File: src/rtl/rms_sumsq_accum.sv
// rms_sumsq_accum: streaming mean(x^2)+EPS over VEC_LEN FP32 elements.
// Optional `RMS_ACCUM_LAST_CHECK_EN adds in_last/err_last framing check.
// Also holds fp32_mul (combinational) and fp32_addsub (1-cycle registered).
// Both units flush subnormals to zero and round to nearest-even.

module fp32_mul (
  input  logic [31:0] a,
  input  logic [31:0] b,
  output logic [31:0] y
);
  logic        s;
  logic [9:0]  e;
  logic [47:0] p;
  logic [22:0] m, frac;
  logic        g, st;
  logic [24:0] r;

  // Normalise the 48-bit significand product, round, then classify specials
  always_comb begin
    s = a[31] ^ b[31];
    p = 48'({1'b1, a[22:0]}) * 48'({1'b1, b[22:0]});
    e = 10'(a[30:23]) + 10'(b[30:23]) - 10'd127;
    if (p[47]) begin
      m = p[46:24]; g = p[23]; st = |p[22:0]; e = e + 10'd1;
    end else begin
      m = p[45:23]; g = p[22]; st = |p[21:0];
    end
    r = {2'b01, m} + 25'(g & (st | m[0]));
    if (r[24]) e = e + 10'd1;
    frac = r[24] ? r[23:1] : r[22:0];
    y = {s, e[7:0], frac};
    if ((a[30:23] == 8'hff && a[22:0] != '0) || (b[30:23] == 8'hff && b[22:0] != '0) ||
        (a[30:23] == 8'hff && b[30:23] == 8'h00) || (b[30:23] == 8'hff && a[30:23] == 8'h00))
      y = 32'h7fc00000;
    else if (a[30:23] == 8'hff || b[30:23] == 8'hff) y = {s, 8'hff, 23'h0};
    else if (a[30:23] == 8'h00 || b[30:23] == 8'h00) y = {s, 31'h0};
    else if (e[9] || e == '0)                         y = {s, 31'h0};
    else if (e >= 10'd255)                            y = {s, 8'hff, 23'h0};
  end
endmodule

module fp32_addsub (
  input  logic        clk,
  input  logic        rst,
  input  logic [31:0] a,
  input  logic [31:0] b,
  input  logic        sub,
  output logic [31:0] y
);
  logic [31:0] bb, big, sml, res;
  logic [23:0] mbig, msml;
  logic [7:0]  d;
  logic [5:0]  dc, p;
  logic [49:0] ext, sh;
  logic        stk, g, st;
  logic [50:0] sum, n;
  logic [9:0]  e;
  logic [22:0] m, frac;
  logic [24:0] r;

  // Align smaller operand with sticky in bit 0, add/sub, renormalise, round
  always_comb begin
    bb   = {b[31] ^ sub, b[30:0]};
    big  = (a[30:0] < bb[30:0]) ? bb : a;
    sml  = (a[30:0] < bb[30:0]) ? a  : bb;
    mbig = (big[30:23] == '0) ? '0 : {1'b1, big[22:0]};
    msml = (sml[30:23] == '0) ? '0 : {1'b1, sml[22:0]};
    d    = big[30:23] - sml[30:23];
    dc   = (d > 8'd63) ? 6'd63 : d[5:0];
    ext  = {msml, 26'h0};
    sh   = ext >> dc;
    stk  = ((sh << dc) != ext);
    sh[0] = sh[0] | stk;
    if (big[31] == sml[31]) sum = {1'b0, mbig, 26'h0} + {1'b0, sh};
    else                    sum = {1'b0, mbig, 26'h0} - {1'b0, sh};
    p = '0;
    for (int unsigned i = 0; i < 51; i++)
      if (sum[i]) p = 6'(i);
    n = sum << (6'd50 - p);
    e = 10'(big[30:23]) + 10'(p) - 10'd49;
    m = n[49:27]; g = n[26]; st = |n[25:0];
    r = {2'b01, m} + 25'(g & (st | m[0]));
    if (r[24]) e = e + 10'd1;
    frac = r[24] ? r[23:1] : r[22:0];
    if (big[30:23] == 8'hff)  res = big;
    else if (sum == '0)       res = {a[31] & bb[31], 31'h0};
    else if (e[9] || e == '0) res = {big[31], 31'h0};
    else if (e >= 10'd255)    res = {big[31], 8'hff, 23'h0};
    else                      res = {big[31], e[7:0], frac};
  end

  // Result register; clearing it on reset discards any partial sum
  always_ff @(posedge clk) begin
    if (rst) y <= '0;
    else     y <= res;
  end
endmodule

module rms_sumsq_accum #(
  parameter int          VEC_LEN = 64,
  parameter logic [31:0] INV_N   = 32'h3c800000,
  parameter logic [31:0] EPS     = 32'h3727c5ac
) (
  input  logic        clk,
  input  logic        rst,
  input  logic        in_valid,
  output logic        in_ready,
  input  logic [31:0] x_fp32,
  output logic        out_valid,
  output logic [31:0] ms_fp32
`ifdef RMS_ACCUM_LAST_CHECK_EN
  ,
  input  logic        in_last,
  output logic        err_last
`endif
);
  localparam int CW = $clog2(VEC_LEN);

  typedef enum logic [2:0] {ACCUM, DRAIN, SCALE, BIAS, CAPTURE} state_t;

  state_t        state;
  logic [CW-1:0] cnt;
  logic [31:0]   sq_r, mean_r, acc_y, bias_y, mul_a, mul_b, mul_y, acc_a, acc_b;
  logic          sq_v, sq_first, accept, last_beat;

  assign in_ready  = (state == ACCUM);
  assign accept    = in_valid && in_ready;
  assign last_beat = (cnt == CW'(VEC_LEN - 1));

  // One multiplier: squares beats while accumulating, scales the sum otherwise
  always_comb begin
    mul_a = in_ready ? x_fp32 : acc_y;
    mul_b = in_ready ? x_fp32 : INV_N;
  end

  // Running sum lives in the adder's output register; first square restarts it
  always_comb begin
    acc_b = sq_v ? sq_r : '0;
    acc_a = (sq_v && sq_first) ? '0 : acc_y;
  end

  fp32_mul u_mul (.a(mul_a), .b(mul_b), .y(mul_y));

  fp32_addsub u_acc (
    .clk(clk), .rst(rst), .a(acc_a), .b(acc_b), .sub(1'b0), .y(acc_y)
  );

  fp32_addsub u_bias (
    .clk(clk), .rst(rst), .a(mean_r), .b(EPS), .sub(1'b0), .y(bias_y)
  );

  // Framing FSM: accumulate VEC_LEN beats, then drain/scale/bias/capture
  always_ff @(posedge clk) begin
    if (rst) begin
      state     <= ACCUM;
      cnt       <= '0;
      sq_r      <= '0;
      sq_v      <= 1'b0;
      sq_first  <= 1'b0;
      mean_r    <= '0;
      out_valid <= 1'b0;
      ms_fp32   <= '0;
    end else begin
      out_valid <= 1'b0;
      sq_v      <= accept;
      case (state)
        ACCUM: begin
          if (accept) begin
            sq_r     <= mul_y;
            sq_first <= (cnt == '0);
            cnt      <= last_beat ? '0 : cnt + CW'(1);
            if (last_beat) state <= DRAIN;
          end
        end
        DRAIN: state <= SCALE;
        SCALE: begin
          mean_r <= mul_y;
          state  <= BIAS;
        end
        BIAS: state <= CAPTURE;
        CAPTURE: begin
          ms_fp32   <= bias_y;
          out_valid <= 1'b1;
          state     <= ACCUM;
        end
        default: state <= ACCUM;
      endcase
    end
  end

`ifdef RMS_ACCUM_LAST_CHECK_EN
  // Sticky flag: in_last disagreed with the counter's view of the last beat
  always_ff @(posedge clk) begin
    if (rst)                                err_last <= 1'b0;
    else if (accept && (in_last != last_beat)) err_last <= 1'b1;
  end
`endif
endmodule

File: config.mk
export PLATFORM = sky130hd
export DESIGN_NAME = rms_sumsq_accum
export DESIGN_NICKNAME = d
export VERILOG_FILES = /design/src/rtl/rms_sumsq_accum.sv
export SDC_FILE = /design/constraint.sdc
export NUM_CORES = 2
export LEC_CHECK = 0
export CELL_PAD_IN_SITES_DETAIL_PLACEMENT = 0
export CELL_PAD_IN_SITES_GLOBAL_PLACEMENT = 1
export CORE_ASPECT_RATIO = 1.4
export CORE_MARGIN = 4
export CORE_UTILIZATION = 38
export CTS_CLUSTER_SIZE = 25
export DETAILED_ROUTE_END_ITERATION = 8
export PLACE_DENSITY = 0.72
export SLEW_MARGIN = 10
export SYNTH_ARGS = -nofsm -noshare
export SYNTH_HDL_FRONTEND = slang
export SYNTH_HIERARCHICAL = 1
export SYNTH_SLANG_ARGS = --single-unit
File: constraint.sdc
create_clock -name clk -period 17.25 [get_ports clk]
set_clock_uncertainty 0.15 [all_clocks]
set_input_delay 3.45 -clock clk [delete_from_list [all_inputs] [get_ports clk]]
set_output_delay 3.45 -clock clk [all_outputs]
set_load 0.01 [all_outputs]
---- Yosys cells after proc, flatten, opt, wreduce, memory -nomap -nowiden ----
Index checks and enable logic that the tools add are counted.
operators by class
  reductions and logical operators ........ 35
  multiplexer cells ....................... 144
  shifts and indexed selects .............. 6
  equal/unequal tests ..................... 15
  $add $sub $neg .......................... 22
  bitwise logic cells ..................... 10
  order comparisons ....................... 7
  multiply operators ...................... 1
operator list
  cell                     number
  $mux W32                 13
  $mux W31                 8
  $mux W6                  41
  $mux W5                  32
  $add A50 B50 Y51         2
  $logic_not A51 Y1        2
  $mux W51                 2
  $shl A51 B6 Y50          2
  $sub A50 B50 Y51         2
  $ne A50 B50 Y1           2
  $shl A50 B6 Y50          2
  $shr A50 B6 Y50          2
  $mux W24                 4
  $mux W23                 4
  $add A24 B25 Y25         3
  $and A1 B25 Y25          3
  $mux W4                  16
  $reduce_or A26 Y1        2
  $logic_not A8 Y1         6
  $mul A24 B24 Y48         1
  $reduce_bool A23 Y1      2
  $add A10 B1 Y10 const B  4
  $mux W10                 4
  $eq A8 B8 Y1 const B     4
  32 further kinds         77
word-level totals
  word-level logic and storage cells ...... 250
  input port bits ......................... 35
  output and inout port bits .............. 34
  register bits ........................... 172

---- Depth between registers and ports, before layout ----
  word-level depth ........................ 75
  depth in mapped cells ................... 87
  mapped depth without buffers ............ 72

---- Hierarchy ----
Netlist, hierarchy kept.
by module, submodules not included
  module                 times used  area an instance (um2)  cells each  sequential area each (um2)
  fp32_addsub at u_bias  1           23506.3                 3583        640.6
  fp32_mul               1           22248.8                 2701        0.0
  fp32_addsub at u_acc   1           20763.7                 3008        640.6
  rms_sumsq_accum        1           4880.9                  590         2162.1

---- Worst setup path before layout ----
Ideal clock, no wire load.
  path kind ............................... reg2reg
  start point ............................. reg sq_v
  end point ............................... reg u_acc.y[12]
  period minus slack after synthesis ...... 17.358 ns
  arrival ................................. 17.067 ns
  library setup time ...................... 0.140 ns
  required time ........................... 16.960 ns
  path slack .............................. -0.108 ns
  cell stages (with the launch flop) ...... 80
  buffers on the path ..................... 23
  path through ............................ dfxtp_1 -> clkbuf_1 -> and2_1 -> inv_1 -> ha_1 -> nand4_2 -> nor4_4 -> and4_1 -> buf_2 -> a21o_1 -> buf_6 -> buf_6 -> buf_6 -> buf_2 -> buf_1 -> buf_6 -> o21ai_0 -> fa_1 -> (+44 left out) -> clkbuf_1 -> clkbuf_1 -> clkbuf_1 -> nor2_1 -> a21oi_1 -> mux4_2 -> o2111a_1 -> ha_1 -> a21boi_0 -> o2111ai_1 -> or4_1 -> clkbuf_1 -> nand4b_4 -> or4_1 -> a2111o_1 -> nand2_2 -> buf_8 -> o32ai_2
between the ends
  elaborated cells on any way between the ends .. 91
  classes of those cells .................. add/sub: 8; order compare: 3; eq/ne: 3; shift: 3; mux: 64; bitwise: 3; reduce/logical: 7
RTL lines
  element                                                    line    RTL
  start: declaration                                         124     logic sq_v, sq_first, accept, last_beat;
  start signal: assignment                                   165     sq_v <= accept;
  $mux W32 (*)                                               138     acc_b = sq_v ? sq_r : '0;
  named net acc_b[28]                                        123     logic [31:0] sq_r, mean_r, acc_y, bias_y, mul_a, mul_b, mul_y, acc_a, acc_b;
  $lt A31 B31 Y1                                             64, 65
  $mux W32 (on tied branches)                                64, 65
  $sub A8 B8 Y8                                              68      d = big[30:23] - sml[30:23];
  $gt A8 B6 Y1                                               69      dc = (d > 8'd63) ? 6'd63 : d[5:0];
  $mux W6                                                    69
  $shr A50 B6 Y50                                            71      sh = ext >> dc;
  (+59 left out)                                             --
  $and A1 B25 Y25                                            82      r = {2'b01, m} + 25'(g & (st | m[0]));
  $add A24 B25 Y25                                           82
  $mux W10                                                   83      if (r[24]) e = e + 10'd1;
  $ge A10 B8 Y1 / $logic_not A10 Y1 (equally long branches)  88, 87
  $mux W31 / $logic_or A1 B1 Y1 (equally long branches)      88, 87
  $mux W31                                                   87      else if (e[9] || e == '0) res = {big[31], 31'h0};
  $mux W32                                                   86      else if (sum == '0) res = {a[31] & bb[31], 31'h0};
  $mux W32 (*)                                               85      if (big[30:23] == 8'hff) res = big;
  end signal: assignment                                     95      else y <= res;
  end: declaration                                           48      output logic [31:0] y
Mark *: on every way through the listed nets, which the timed path passes. The rest lies on a longest branch.
A chain may end at the register's enable or synchronous reset.

---- Worst setup path after layout ----
  start point ............................. reg sq_v
  end point ............................... reg u_acc.y[24]
between the ends
  longest elaborated chain between the ends .. 75
  elaborated cells on any way between the ends .. 90
  classes of those cells .................. add/sub: 8; order compare: 3; eq/ne: 3; shift: 3; mux: 63; bitwise: 3; reduce/logical: 7
RTL lines
  element                                                    line    RTL
  $logic_and A1 B1 Y1 (*)                                    139     acc_a = (sq_v && sq_first) ? '0 : acc_y;
  $mux W32 (*)                                               139
  named net acc_a[20]                                        123
  $lt A31 B31 Y1                                             64, 65
  $mux W32 (on tied branches)                                64, 65
  $sub A8 B8 Y8                                              68
  $gt A8 B6 Y1                                               69
  $mux W6                                                    69
  (+60 left out)                                             --
  $and A1 B25 Y25                                            82
  $add A24 B25 Y25                                           82
  $mux W10                                                   83
  $ge A10 B8 Y1 / $logic_not A10 Y1 (equally long branches)  88, 87
  $mux W31 / $logic_or A1 B1 Y1 (equally long branches)      88, 87
  $mux W31                                                   87
  $mux W32                                                   86
  $mux W32 (*)                                               85
Marks and branches as above.

==> metrics.cfg <==
[outcome]
status = finished, final reports clean

[worst_hold_path]
hp-class = register to register
holdPathStages = 2
hold_end = ms_fp32[20]
min_from = u_bias/y[20]

[worst_setup_path]
timing.rr.end = u_acc/y[24]
crit_arrival_ns = 17.06
critPathMaxStageDelay_ns = 0.68
crit_path_top_delay_cell = a21oi_1
crit_family = compound AO/OA/AOI/OAI gates
worstSetupPathType = register to register
cp.required_ns = 17.47
reg2regPathDepth = 71
critical_path.max_fanout = 27
reg2reg_slack_ns = 0.41
path_buf_inv = 16
end_kind = register
critPathLaunchType = register
reg2reg_from = sq_v
crit_path_frequent_cell = buf_4

[synth]
ys_ff_latch = 172
yosysUniqueCellTypes = 168
ys_seq_area_share_pct = 4.82
synthAdderAreaFrac_pct = 20.6
synth_mux_area_share_pct = 8.45
async_reset_ff_share_pct = 0
synth_compound_area_share_pct = 27.0
syn_inst = 9882
yosys_warnings = 6
synth.avg_cell_area_sq_um = 7.23
synth_ff_type = dfxtp_1
synthSimpleGateAreaFrac_pct = 26.3
synth_edf_count = 0
yosys.area_share.xor_xnor_pct = 3.66
synth_area_sq_mm = 0.0714
synth_top_family_by_area = compound AO/OA/AOI/OAI gates

[floorplan]
floorplan.initialDensity_pct = 38.1
rows = 188
io_pins = 69
coreArea_sq_mm = 0.187
die_area_sq_mm = 0.195
die_height_um = 521
die_w_um = 374

[clocking]
cts.sinks = 172
clk_pin_slew_ns = 0.10
clk_path_buf_depth = 2
h-tree-depth = 4
numCtsBuffers = 17
cts_tree = built
clkLatencyLatePin_ns = 0.56
cts_hold_buf = 0
clock-root-buffer = clkbuf_16

[finish]
fillCellCount = 19100
final_common_cell = buf_4
drive_gt1_share_pct = 21.9
mostFrequentLayoutCells = buf_4, nand2_1, nor2_1
layout.nets = 12200
area_growth_pct = 23.9
instances_no_fill = 13800

[route]
drt_wl_total_mm = 466
via_per_inst = 6.57
ant_nets = 0
wl_per_cell_um = 33.8
firstDrtPassIters = 7
drtIter0Drc = 10800
vias = 90300
drc_errors = 0

[placement]
hpwl_mm = 374
dp.cells = 13700
place_congestion = 1.17
io_buffers = 68

[grt]
antenna_found_initial = 43
grt_max_degree = 80
grt_usage_pct = 46.2
globalRouteOverflowTotal = 0
grt_pass1_wl_mm = 658
grt_pass1_vias = 89600

[timing]
setup_viol = 0
slew_violations = 0
hold_viol_final = 0
min_period_ns = 16.84
fin_crit_sh_pct = 97.6
max_freq_mhz = 59.4
relSlewSlack_pct = 2.34
tightest_slew_ns = 1.44

[run]
cap_violations = 0

[worst min-delay path, stage by stage (launching register included)]
cell and delay, ns:
dfxtp_1 0.31, mux2i_1 0.06, nor2_1 0.08
[metrics by stage]
step | worst slack (ns) | util, % | setup TNS [ns] | hold WS [ns] | cell area [sq um]
floorplan | 0.0240 | - | 0 | 0.282 | 71900
detailed placement | -0.0121 | 46.3 | -0.0121 | 0.308 | 86700
finish | 0.412 | 47.2 | 0 | 0.315 | 88500
global route | -0.419 | 47.2 | -8.87 | 0.344 | 88400
CTS | 0.0681 | 46.7 | 0 | 0.323 | 87400
global placement | -0.176 | 46.3 | -1.06 | 0.298 | 86700
[cell families after synthesis]
group                      count (synthesis)
AOI/OAI and AO/OA                       2699
xor gates and xnor gates                 291
adders and majority gates                882
buffers and inverters                   1516
DFF                                      172
muxes                                    490
other                                      2
and+or+nand+nor                         3830
[Yosys cell counts (all sizes together) (113+ instances only)]
master,number,area share [%]
a21oi,642,4.6
dfxtp,172,4.8
and2,412,3.6
nor4,149,1.4
nand4,113,1.1
nand2,1152,6.1
fa,489,14
nor3,332,2.4
o21ai,470,3.4
a211oi,156,1.8
nand3,298,2.2
ha,393,6.9
clkbuf,376,2.0
o211ai,126,1.4
mux2i,309,4.4
inv,866,4.6
xnor2,198,2.5
a31oi,124,1.1
buf,264,2.5
nor2,907,4.8
[what timing repair did]
action	4_1_cts	5_1_grt
setup buffers	0	28
endpoints found under the setup margin	4	62
gates resized for setup	3	165
pin swaps	0	19
[how the worst max path moves through the flow]
stage,from,endpoint,slack (ns),depth (start not counted)
floorplan,sq_v,u_acc/y[12],0.02,79
global placement,mean_r[2],u_bias/y[0],-0.18,67
detailed placement,mean_r[2],u_bias/y[0],-0.01,67
CTS,mean_r[2],u_bias/y[0],0.07,67
global route,sq_v,u_acc/y[24],-0.42,74
finish,sq_v,u_acc/y[24],0.41,71
[flip-flops by register name, indices dropped and copies added, names as in the netlist, 3 cells and up]
name      cells
cnt           6
mean_r       32
ms_fp32      32
sq_r         32
state         3
u_acc/y      32
u_bias/y     32
[per-layer routing]
layer  wire (um)  GRT usage (%)  up-vias
met2      210000           74.8     6064
met3       44300           13.2     2461
met1      149000           46.7    43500
met5         123              0        -
met4       62100           46.8       20
li1            -              -    38300
[cell type report]
cell class                      count  area, sq um  share of cell area, %
Sequential cell                   172         3450                   3.90
Antenna cell                       27         67.6                 0.0764
Clock buffer                       18          429                  0.485
Timing Repair Buffer             1867        15000                   17.0
Tap cell                         2470         3090                   3.49
Inverter                          870         3270                   3.70
Clock inverter                     14          190                  0.215
Multi-Input combinational cell   8319        62900                   71.1
Power is left out: the tool's default activity adds up to more than one toggle a clock period on the data nets, which glitch-free logic cannot reach.
